===== src/rtl/cmd_write.sv =====
// SD CMD-line transmitter: frames index/argument into a 48-bit token with CRC7,
// drives the shared pad with an output enable and enforces the Ncc recovery gap.
module cmd_write #(
    parameter int unsigned NccCycles = 8
) (
    input  logic        sd_clk_i,
    input  logic        rst_i,
    input  logic        start_tx_i,
    input  logic [5:0]  cmd_index_i,
    input  logic [31:0] cmd_arg_i,
    output logic        busy_o,
    output logic        done_o,
    output logic        start_listening_o,
    output logic        cmd_o,
    output logic        cmd_oe_o
);

    typedef enum logic [2:0] {
        StIdle     = 3'd0,
        StFrame    = 3'd1,
        StCrc      = 3'd2,
        StEnd      = 3'd3,
        StRecovery = 3'd4
    } state_e;

    localparam logic [5:0] NccLast = 6'(NccCycles - 1);

    state_e      state_q, state_d;
    logic [5:0]  cnt_q, cnt_d;
    logic [39:0] shift_q, shift_d;
    logic [6:0]  crc_q, crc_d;
    logic        busy_q, busy_d;
    logic        done_q, done_d;
    logic        listen_q, listen_d;
    logic        cmd_q, cmd_d;
    logic        oe_q, oe_d;
    logic        fb;

    // All outputs are registered from the current state, so cycle k shows the
    // decision taken at edge k.
    always_comb begin
        state_d  = state_q;
        cnt_d    = cnt_q;
        shift_d  = shift_q;
        crc_d    = crc_q;
        busy_d   = 1'b1;
        done_d   = 1'b0;
        listen_d = 1'b0;
        cmd_d    = 1'b1;
        oe_d     = 1'b0;
        fb       = shift_q[39] ^ crc_q[6];
        case (state_q)
            StIdle: begin
                busy_d = 1'b0;
                if (start_tx_i) begin
                    shift_d = {2'b01, cmd_index_i, cmd_arg_i};
                    crc_d   = 7'h00;
                    cnt_d   = 6'd0;
                    state_d = StFrame;
                end
            end
            StFrame: begin
                cmd_d   = shift_q[39];
                oe_d    = 1'b1;
                shift_d = {shift_q[38:0], 1'b0};
                crc_d   = {crc_q[5:0], 1'b0} ^ (fb ? 7'h09 : 7'h00);
                if (cnt_q == 6'd39) begin
                    cnt_d   = 6'd0;
                    state_d = StCrc;
                end else begin
                    cnt_d = cnt_q + 6'd1;
                end
            end
            StCrc: begin
                cmd_d = crc_q[3'd6 - cnt_q[2:0]];
                oe_d  = 1'b1;
                if (cnt_q == 6'd6) begin
                    cnt_d   = 6'd0;
                    state_d = StEnd;
                end else begin
                    cnt_d = cnt_q + 6'd1;
                end
            end
            StEnd: begin
                oe_d    = 1'b1;
                cnt_d   = 6'd0;
                state_d = StRecovery;
            end
            StRecovery: begin
                done_d   = (cnt_q == 6'd0);
                listen_d = (cnt_q == 6'd1);
                if (cnt_q == NccLast) begin
                    cnt_d   = 6'd0;
                    state_d = StIdle;
                end else begin
                    cnt_d = cnt_q + 6'd1;
                end
            end
            default: begin
                busy_d  = 1'b0;
                cnt_d   = 6'd0;
                state_d = StIdle;
            end
        endcase
    end

    always_ff @(posedge sd_clk_i or posedge rst_i) begin
        if (rst_i) begin
            state_q  <= StIdle;
            cnt_q    <= 6'd0;
            shift_q  <= 40'd0;
            crc_q    <= 7'd0;
            busy_q   <= 1'b0;
            done_q   <= 1'b0;
            listen_q <= 1'b0;
            cmd_q    <= 1'b1;
            oe_q     <= 1'b0;
        end else begin
            state_q  <= state_d;
            cnt_q    <= cnt_d;
            shift_q  <= shift_d;
            crc_q    <= crc_d;
            busy_q   <= busy_d;
            done_q   <= done_d;
            listen_q <= listen_d;
            cmd_q    <= cmd_d;
            oe_q     <= oe_d;
        end
    end

    assign busy_o            = busy_q;
    assign done_o            = done_q;
    assign start_listening_o = listen_q;
    assign cmd_o             = cmd_q;
    assign cmd_oe_o          = oe_q;

endmodule


===== config.mk =====
export PLATFORM = sky130hd
export DESIGN_NAME = cmd_write
export DESIGN_NICKNAME = d
export VERILOG_FILES = /design/src/rtl/cmd_write.sv
export SDC_FILE = /design/constraint.sdc
export NUM_CORES = 1
export LEC_CHECK = 0
export ABC_AREA = 1
export CAP_MARGIN = 15
export CORE_MARGIN = 1.5
export CORE_UTILIZATION = 49
export DETAILED_ROUTE_END_ITERATION = 6
export HOLD_SLACK_MARGIN = 0.1
export PLACE_DENSITY_LB_ADDON = 0.3
export SLEW_MARGIN = 20
export SYNTH_ARGS = -nofsm -noshare
export SYNTH_HDL_FRONTEND = slang
export SYNTH_SLANG_ARGS = --single-unit

===== constraint.sdc =====
create_clock -name sd_clk_i -period 2.45 [get_ports sd_clk_i]
set_clock_uncertainty 0.05 [all_clocks]
set_input_delay 0.245 -clock sd_clk_i [delete_from_list [all_inputs] [get_ports sd_clk_i]]
set_output_delay 0.245 -clock sd_clk_i [all_outputs]
set_load 0.005 [all_outputs]

-- Word level (Yosys, flattened, before mapping)
Index checks and enable logic that the tools add are counted.
- muxes and demuxes: 22
- $add $sub $neg: 2
- bitwise operators: 2
- equality and inequality tests: 12
- reductions and logical operators: 7
- $lt $le $gt $ge: 1
- operators with widths (cell ; number):
    40-bit one-hot mux with 2 select lines ; 1
    40-bit two-way mux ; 1
    6-bit two-way mux ; 4
    6-bit one-hot mux with 4 select lines ; 1
    3-bit one-hot mux with 5 select lines ; 1
    7-bit one-hot mux with 2 select lines ; 1
    6-bit by 3-bit equality test with 1-bit output (second input constant) ; 2
    3-bit two-way mux ; 4
    2-bit inequality test (second input constant) ; 4
    7-bit two-way mux ; 1
    7-bit by 4-bit XOR with 7-bit output ; 1
    6-bit by 1-bit adder with 6-bit output (second input constant) ; 1
    3-bit by 2-bit equality test with 1-bit output (second input constant) ; 2
    6-bit by 1-bit equality test with 1-bit output (second input constant) ; 1
    6-bit equality test (second input constant) ; 1
    6-bit zero test ; 1
    1-bit two-way mux ; 5
    3-bit by 4-bit < comparator with 1-bit output (second input constant) ; 1
    4-bit two-way mux ; 1
    4-bit AND reduction ; 1
    4-bit OR reduction ; 1
    1-bit binary-select mux with 3-bit select ; 1
    3-bit by 1-bit equality test with 1-bit output (second input constant) ; 1
    3-bit equality test (second input constant) ; 1
    7 further kinds ; 7
- output and inout port bits: 5
- input port bits: 41
- register bits: 61

-- Depth between registers and ports, before layout
Gate-level depths: netlist of the first run.
- word-level depth: 4
- gate-level depth with buffers: 9
- depth with buffers taken out: 9

-- Worst setup path after synthesis of the first run
OpenSTA, ideal clock, no wires.
- path kind: reg-to-reg
- start point: register cnt_q[0]
- end point: register cmd_q (netlist: cmd_o)
- period minus slack after synthesis: 1.497 ns
- cell stages (with the launch flop): 9
- setup slack: 0.953 ns
- data arrival time: 1.387 ns
- required time: 2.340 ns
- library setup time: 0.060 ns
- path through: dfrtp_1 -> clkbuf_1 -> inv_1 -> ha_1 -> inv_1 -> nand3_1 -> nand3_1 -> nand3_1 -> nand2_1
- word-level cells in the longest chain between the ends: 4
- RTL lines (what ; line ; RTL):
    start, declared ; 29 ; logic [5:0] cnt_q, cnt_d;
    start signal, assigned ; 120 ; cnt_q <= cnt_d;
    3-bit subtractor ; 75 ; cmd_d = crc_q[3'd6 - cnt_q[2:0]];
    1-bit binary-select mux with 3-bit select ; 75 ;
    1-bit two-way mux (implied by the code) ; 75 ;
    1-bit one-hot mux with 2 select lines ; 52 ; case (state_q)
    net cmd_d ; 35 ; logic cmd_q, cmd_d;
    end signal, assigned ; 126 ; cmd_q <= cmd_d;
    end, declared ; 35 ;
The timed path passes the listed nets, and every way through them passes these cells. The select of a mux whose other input is x is not followed.
A chain may end at the register's enable or synchronous reset.

-- Final worst setup path of the first run
- start point: register cnt_q[0]
- end point: register cnt_q[5]
- word-level cells in the longest chain between the ends: 3
- RTL lines (what ; line):
    6-bit by 1-bit adder with 6-bit output, or another cell as far along ; 71, 81, 96
    6-bit two-way mux (on tied branches) ; 92, 67, 77
    6-bit one-hot mux with 4 select lines * ; 52
Mark *: on every way between the ends. The rest lies on a longest branch, timed or not.

==> results of run 1 <==
## state kept, by name, summed over array words and instances (netlist names)
name	cells
shift_q	40
crc_q	7
cnt_q	6
state_q	3
busy_o	1
cmd_o	1
cmd_oe_o	1
done_o	1
start_listening_o	1
## worst min-delay path: cells and delay by family (launching register included)
kind	cells	cell delay [ps]
AOI/OAI and AO/OA	1	60
and+or+nand+nor	1	50
DFF	1	340
## report_power, final
part           internal, µW  switching [µW]  leakage, µW
registers              1470             239     0.000728
logic                   813            1270     0.000819
clock network           387             364    0.0000833
total                  2670            1880      0.00163
## placed cells by master (no fill, tap or decap), drive strengths merged, types with 2 or more instances in the layout
master,Yosys,routed
nor2,60,60
buf,12,6
nand4,2,2
clkdlybuf4s50,0,45
xor2,2,2
clkinv,0,2
a21oi,4,4
o22ai,31,31
ha,4,4
inv,39,39
dfrtp,60,60
nand3,21,21
clkbuf,5,13
nand2,60,60
xnor2,2,2
o211ai,12,12
o21ai,17,17
## metal layers
layer,GRT usage (%),vias to the layer above
li1,-,1189
met3,6.59,7
met4,10.2,0
met2,33.5,52
met5,0,-
met1,26.5,1073
## stage by stage
| stage | hold WS, ps | cell area, µm² | utilization, % | setup WS, ps |
|---|---|---|---|---|
| finish | 442 | 3580 | 63.4 | 738 |
| global route | 468 | 3580 | 63.4 | 588 |
| CTS | 444 | 3580 | 63.4 | 753 |
| detailed placement | 429 | 3410 | 60.4 | 650 |
| global placement | 425 | 3410 | 60.4 | 707 |
| floorplan | 333 | 2930 | - | 644 |
## worst max-delay path by stage
stage	from	cells past startpoint	end
2_1_floorplan	rst_i	1	busy_o
3_3_place_gp	start_tx_i	6	shift_q[35]
3_5_place_dp	start_tx_i	6	shift_q[35]
4_1_cts	cnt_q[0]	8	cnt_q[5]
5_1_grt	cnt_q[0]	8	cnt_q[5]
6_report	cnt_q[0]	8	cnt_q[5]
## logic make-up (layout without fill, tap and decap cells)
| group | count (synthesis) | count (layout) |
|---|---|---|
| xor+xnor | 4 | 4 |
| compound gates | 66 | 66 |
| flops | 61 | 61 |
| buf+inv | 56 | 106 |
| simple gates | 143 | 143 |
| fa+ha+maj | 4 | 4 |
## layout make-up
type	instances	area (µm²)	area share [%]
Clock buffer	13	149	4.16
Clock inverter	2	10.0	0.280
Inverter	39	146	4.09
Multi-Input combinational cell	217	1120	31.4
Sequential cell	61	1530	42.7
Tap cell	72	90.1	2.52
Timing Repair Buffer	52	531	14.8
## what timing repair did
item,in CTS,in global routing
endpoints found under the hold margin,8,0
hold buffers,1,0
buffers inserted,0,0
==> metrics.md, run 1 <==
| Metric | Value |
|---|---|
| # nets final | 425 |
| Slowest CP cell | dfrtp_1 |
| Primary FF master, synth | dfrtp_1 |
| Clock latency on the worst-skew pair | 340 ps |
| Core box area | 5640 µm² |
| First-pass GRT wire length | ~10 mm |
| CTS H-Tree Depth | 3 |
| Status | finished clean |
| Hold Startpoint | shift_q[36] |
| Syn Inst Count | 334 |
| FF-to-FF End | cnt_q[5] |
| Ys async rst share | between 90% and 100% |
| Worst setup SP type | flip-flop |
| Initial antenna violation count | 0 |
| Post-Synth Simple-Gate Area | 20.4% |
| Worst-path clk slew | about 70 ps |
| Starting Density | 52.0% |
| Synth cell count leaders | 60 x dfrtp_1, 59 x nand2_1, 58 x nor2_1 |
| CTS root buffer | clkbuf_8 |
| CTS Buffer Depth | 2 |
| Vias in the first global route | ~2,400 |
| TritonCTS Buffers | 9 |
| Most numerous cell in the Yosys netlist | dfrtp_1 |
| Top Layer Used | met4 |
| Leading area contributor after synthesis | dfrtp_1 |
| Die Width | around 80 µm |
| CTS resizes | 0 |
| Tot Pwr | around 4600 µW |
| Hold Crit Class | flip-flop to flip-flop |
| Register area share after synthesis | 52.1% |
| CTS tree | done |
| Critical path's largest stage delay | about 510 ps |
| Max_slew headroom | 68.8% |
| # rows | 27 |
| Max Cap Viol | 0 |
| Tightest Pin Transition | 467 ps |
| Worst Reg2Reg Path Length in Cells | 8 |
| Fmax | 584 MHz |
| Post-route ant nets | 0 |
| Synthesized flop and latch total | 61 |
| Worst VDD drop | 0.610 mV |
| DIE AREA | 6460 µm² |
| Non-filler cells, final | 456 |
| Ant diodes | 0 |
| Largest cells by area after synthesis | dfrtp_1 51%, nand2_1 7.6%, nor2_1 7.4% |
| CTS sink cnt | about 60 |
| Vias | 2,321 |
| Setup slack on the worst flop-to-flop path | 740 ps |
| Dpl hpwl | 3.98 mm |
| Most Frequent Cell on Critical Path | nand2_1 |
| # setup viols final | 0 |
| Cell Area, Synth | 2930 µm² |
| Layout cells sized above 1 | 9.11% |
| Unrepaired setup endpoints after global routing | no |
| WL/cell | between 10 and 15 µm |
| Final hold violations | 0 |
| Hold path endpoint | shift_q[36] |
| Synth Area in Compound Gates | 15.0% |
| Hold Path Stages | 2 |
| Mux share of post-synthesis cell area | 0% |
| Largest family of logic cells by synthesized area | simple AND/OR/NAND/NOR gates |
| Slew Limit Fails | 0 |
| Cell family with most CP delay | simple AND/OR/NAND/NOR gates |
| Total track usage | between 20% and 30% |
| XOR/XNOR Fraction of Synth Area | 1.20% |
| LEAKAGE | 0.00163 µW |
| Syn Nets | 379 |
| Fillers | 498 |
| Met1 wire length | 2.80 mm |
| Crit path max fanout | 10 |
| Met2 wire len | 2.74 mm |
| Die H | 80.4 µm |
| Starting DRT DRC Count | 127 |
| Layout area overhead | 22.0% |
| CP Class | flip-flop to flip-flop |
| Setup TNS | 0 ps |
| Unique masters post-synth | 31 |
| Synth top area share | 51.2% |
| Largest net degree at the start of global routing | 54 |
| Endpoint class of the critical path | flip-flop |
| Post-synth EDFFs | 0 |
| DRC | 0 |
| Buf/Inv on CP | 0 |
| Met3 WL | 257 µm |
| Tmin final | approximately 1700 ps |
| Input/output buffers | 45 |
| Period utilization | a little over two thirds |
| Synth Area in Adders | 1.71% |
| Post-Place Cells | 440 |
| Pre-Repair DR Iteration Count | 4 |
| RR Startpoint | cnt_q[0] |
| GP Congestion | 0.904 |
| Req. time, crit path | 2630 ps |
| Worst EP arrival | 1890 ps |
| Final wirelength | between 5 and 6 mm |
| I/O pin cnt | 46 |
| Synth Area per Inst | 8.78 µm² |
| Critical path cell sequence | ha_1 -> nand2_1 -> nor2_1 -> nand2_1 -> nand2_1 -> nand3_1 -> nand2_1 -> nand2_1 |
| Via density | 5.09 |
| Synth warn | 0 |
| GRT overflow | 0 |
| Pwr Density | 1270 nW/µm² |
Power figures use the tool's default switching activity.
==> inputs of run 2 (changes only) <==
- CORE_UTILIZATION: 49 -> 48
- clock period: 2.45 -> 1.4 ns (I/O delays scaled with it)
==> run 2 against run 1 <==
Effect of this change: the run now ends with negative setup slack left; routed wire length rose by 18%; core utilization grew 5.3 points; fmax increased by 19%; setup slack lost 780 ps; power up 110%; critical path depth down 2; cell area rose by 14%; global-route usage down 0.12 points; critical path type unchanged; largest cell class unchanged; largest power group unchanged; highest routed layer unchanged.
==> metrics.md, run 2 (synthesis gave the netlist of run 1 again) <==
| Metric | Value |
|---|---|
| Placed inst area | 3610 µm² (was 3410 µm²) |
| Tot Pwr | 9520 µW (was 4550 µW) |
| Final wirelength | 6.93 mm (was 5.89 mm) |
| Req. time, crit path | 1600 ps (was 2630 ps) |
| Status | finished, violations left (was finished clean) |
| Pwr Density | 2340 nW/µm² (was 1270 nW/µm²) |
| Core box area | 5920 µm² (was 5640 µm²) |
| Post-Place Cells | 467 (was 440) |
| Crit path max fanout | 8 (was 10) |
| Total track usage | 21.2% (was 21.3%) |
| Slew Limit Fails | 0 (unchanged) |
| I/O pin cnt | 46 (unchanged) |
| Fillers | 458 (was 498) |
| Dpl hpwl | 4.28 mm (was 3.98 mm) |
| Top flop regs | shift_q (40), crc_q (7), cnt_q (6) (unchanged) |
| Fmax | 693 MHz (was 584 MHz) |
| Worst-path clk slew | 70 ps (about the same) |
| # rows | 28 (was 27) |
| Layout cells sized above 1 | 22.7% (was 9.11%) |
| Largest net degree at the start of global routing | 37 (was 54) |
| DIE AREA | 6590 µm² (was 6460 µm²) |
| CP Class | flip-flop to flip-flop (unchanged) |
| Vias | 2,563 (was 2,321) |
| TritonCTS Buffers | 9 (unchanged) |
| Via density | 5.23 (was 5.09) |
| CTS H-Tree Depth | 3 (unchanged) |
| Layout area overhead | 38.8% (was 22.0%) |
| Worst EP arrival | 1640 ps (was 1890 ps) |
| Starting DRT DRC Count | 175 (was 127) |
| Worst setup SP type | flip-flop (unchanged) |
| Commonest cells after routing, fill and taps aside | 58 x dfrtp_1, 54 x nor2_1, 47 x nand2_1, 44 x clkdlybuf4s50_1, 33 x inv_1 (was 60 x dfrtp_1, 59 x nand2_1, 58 x nor2_1, 45 x clkdlybuf4s50_1, 35 x inv_1) |
| Crit path capture | shift_q[27] (was cnt_q[5]) |
| Worst VDD drop | 1.32 mV (was 0.610 mV) |
| Pre-Repair DR Iteration Count | 4 (unchanged) |
| Ant diodes | 0 (unchanged) |
| Tmin final | 1440 ps (was 1710 ps) |
| WL/cell | 14.1 µm (was 12.9 µm) |
| DRC | 0 (unchanged) |
| Tightest Pin Transition | 294 ps (was 467 ps) |
| CTS tree | done (unchanged) |
| Die Width | 81.2 µm (was 80.4 µm) |
| # setup viols final | 9 (was 0) |
| CTS root buffer | clkbuf_8 (unchanged) |
| Starting Density | 49.5% (was 52.0%) |
| CTS sink cnt | 61 (unchanged) |
| RR Startpoint | state_q[0] (was cnt_q[0]) |
| Period utilization | 103% (was 69.9%) |
| Die H | 81.2 µm (was 80.4 µm) |
| Post-route ant nets | 0 (unchanged) |
| Commonest non-fill, non-tap cell in the layout | dfrtp_1 (unchanged) |
| LEAKAGE | 0.00183 µW (was 0.00163 µW) |
| Max Cap Viol | 0 (unchanged) |
| Setup slack on the worst flop-to-flop path | -40 ps (was 740 ps) |
| Input/output buffers | 45 (unchanged) |
| Most flops, register | shift_q (unchanged) |
| First-pass GRT wire length | 10.5 mm (was 10.4 mm) |
| Pre-CTS setup slack | -33.9 ps (was 650 ps) |
| GRT overflow | 0 (unchanged) |
| Final hold violations | 0 (unchanged) |
| Number of flip-flops in the largest register | 40 (unchanged) |
| Max_slew headroom | 80.4% (was 68.8%) |
| Worst Setup Slack, final | -42.5 ps (was 738 ps) |
| Vias in the first global route | 2,369 (was 2,360) |
| Endpoint class of the critical path | flip-flop (unchanged) |
| FF-to-FF End | shift_q[27] (was cnt_q[5]) |
| Worst Reg2Reg Path Length in Cells | 6 (was 8) |
| # nets final | 455 (was 425) |
| Hold Crit Class | input pin to flip-flop (was flip-flop to flip-flop) |
| Setup crit start | state_q[0] (was cnt_q[0]) |
| Clock latency on the worst-skew pair | 330 ps (was 340 ps) |
| Failing checks | negative setup slack |
| Unrepaired setup endpoints after global routing | yes (was no) |
| Non-filler cells, final | 490 (was 456) |
| Final instance area | 4070 µm² (was 3580 µm²) |
| GP Congestion | 0.853 (was 0.904) |
| Worst hold margin | 337 ps (was 442 ps) |
| CTS Buffer Depth | 2 (unchanged) |
| Initial antenna violation count | 0 (unchanged) |
## run 2: final cells by class
class / count / area (µm²) / area share [%]
sequential: 61 / 1530 / 37.6
tap: 75 / 93.8 / 2.31
multi-input combinational: 217 / 1270 / 31.2
timing repair buffer: 82 / 850 / 20.9
inverter: 39 / 155 / 3.81
clock inverter: 1 / 5.00 / 0.123
clock buffer: 15 / 166 / 4.09
## run 2: routing by layer
| metal | global-route usage (%) | vias up | routed length (µm) |
|---|---|---|---|
| li1 | - | 1248 | - |
| met1 | 26.6 | 1227 | 3010 |
| met2 | 34.9 | 75 | 3450 |
| met3 | 3.93 | 13 | 331 |
| met4 | 10.5 | 0 | 136 |
| met5 | 0 | - | 0 |
## run 2: metrics by stage
| stage | TNS, ps | util [%] |
|---|---|---|
| 2_1_floorplan | 0 | - |
| 3_3_place_gp | 0 | 60.9 |
| 3_5_place_dp | -428 | 60.9 |
| 4_1_cts | -10.6 | 64.5 |
| 5_1_grt | -2100 | 68.7 |
| 6_report | -127 | 68.7 |
## run 2: power by group
group	switching (µW)	leakage [µW]	internal [µW]
clock	654	0.0000877	741
combinational	2790	0.00101	2340
sequential	406	0.000726	2590
total	3850	0.00183	5670
## run 2: critical path, stage by stage, from the launching register on
cell,delay [ps]
dfrtp_2,460
nor2_4,190
nand3_4,150
nand2_8,160
clkbuf_16,160
o211ai_2,70
o21ai_1,100
## run 2: how the worst min path moves through the flow
stage	slack, ps	from	cells after the start	end
6_report	340	cmd_arg_i[0]	3	shift_q[0]
4_1_cts	340	cmd_arg_i[0]	3	shift_q[0]
2_1_floorplan	200	rst_i	1	busy_o
5_1_grt	360	cmd_arg_i[0]	3	shift_q[0]
3_3_place_gp	340	rst_i	2	shift_q[5]
3_5_place_dp	340	rst_i	2	shift_q[4]
## run 2: repair_timing
item                       in CTS  in global routing
gates cloned                    0                  3
buffers inserted                1                  3
pin swaps                       0                 26
setup endpoints to repair      10                 49
hold endpoints to repair        2                  0
hold buffers                    1                  0
gates resized for setup         6                 54
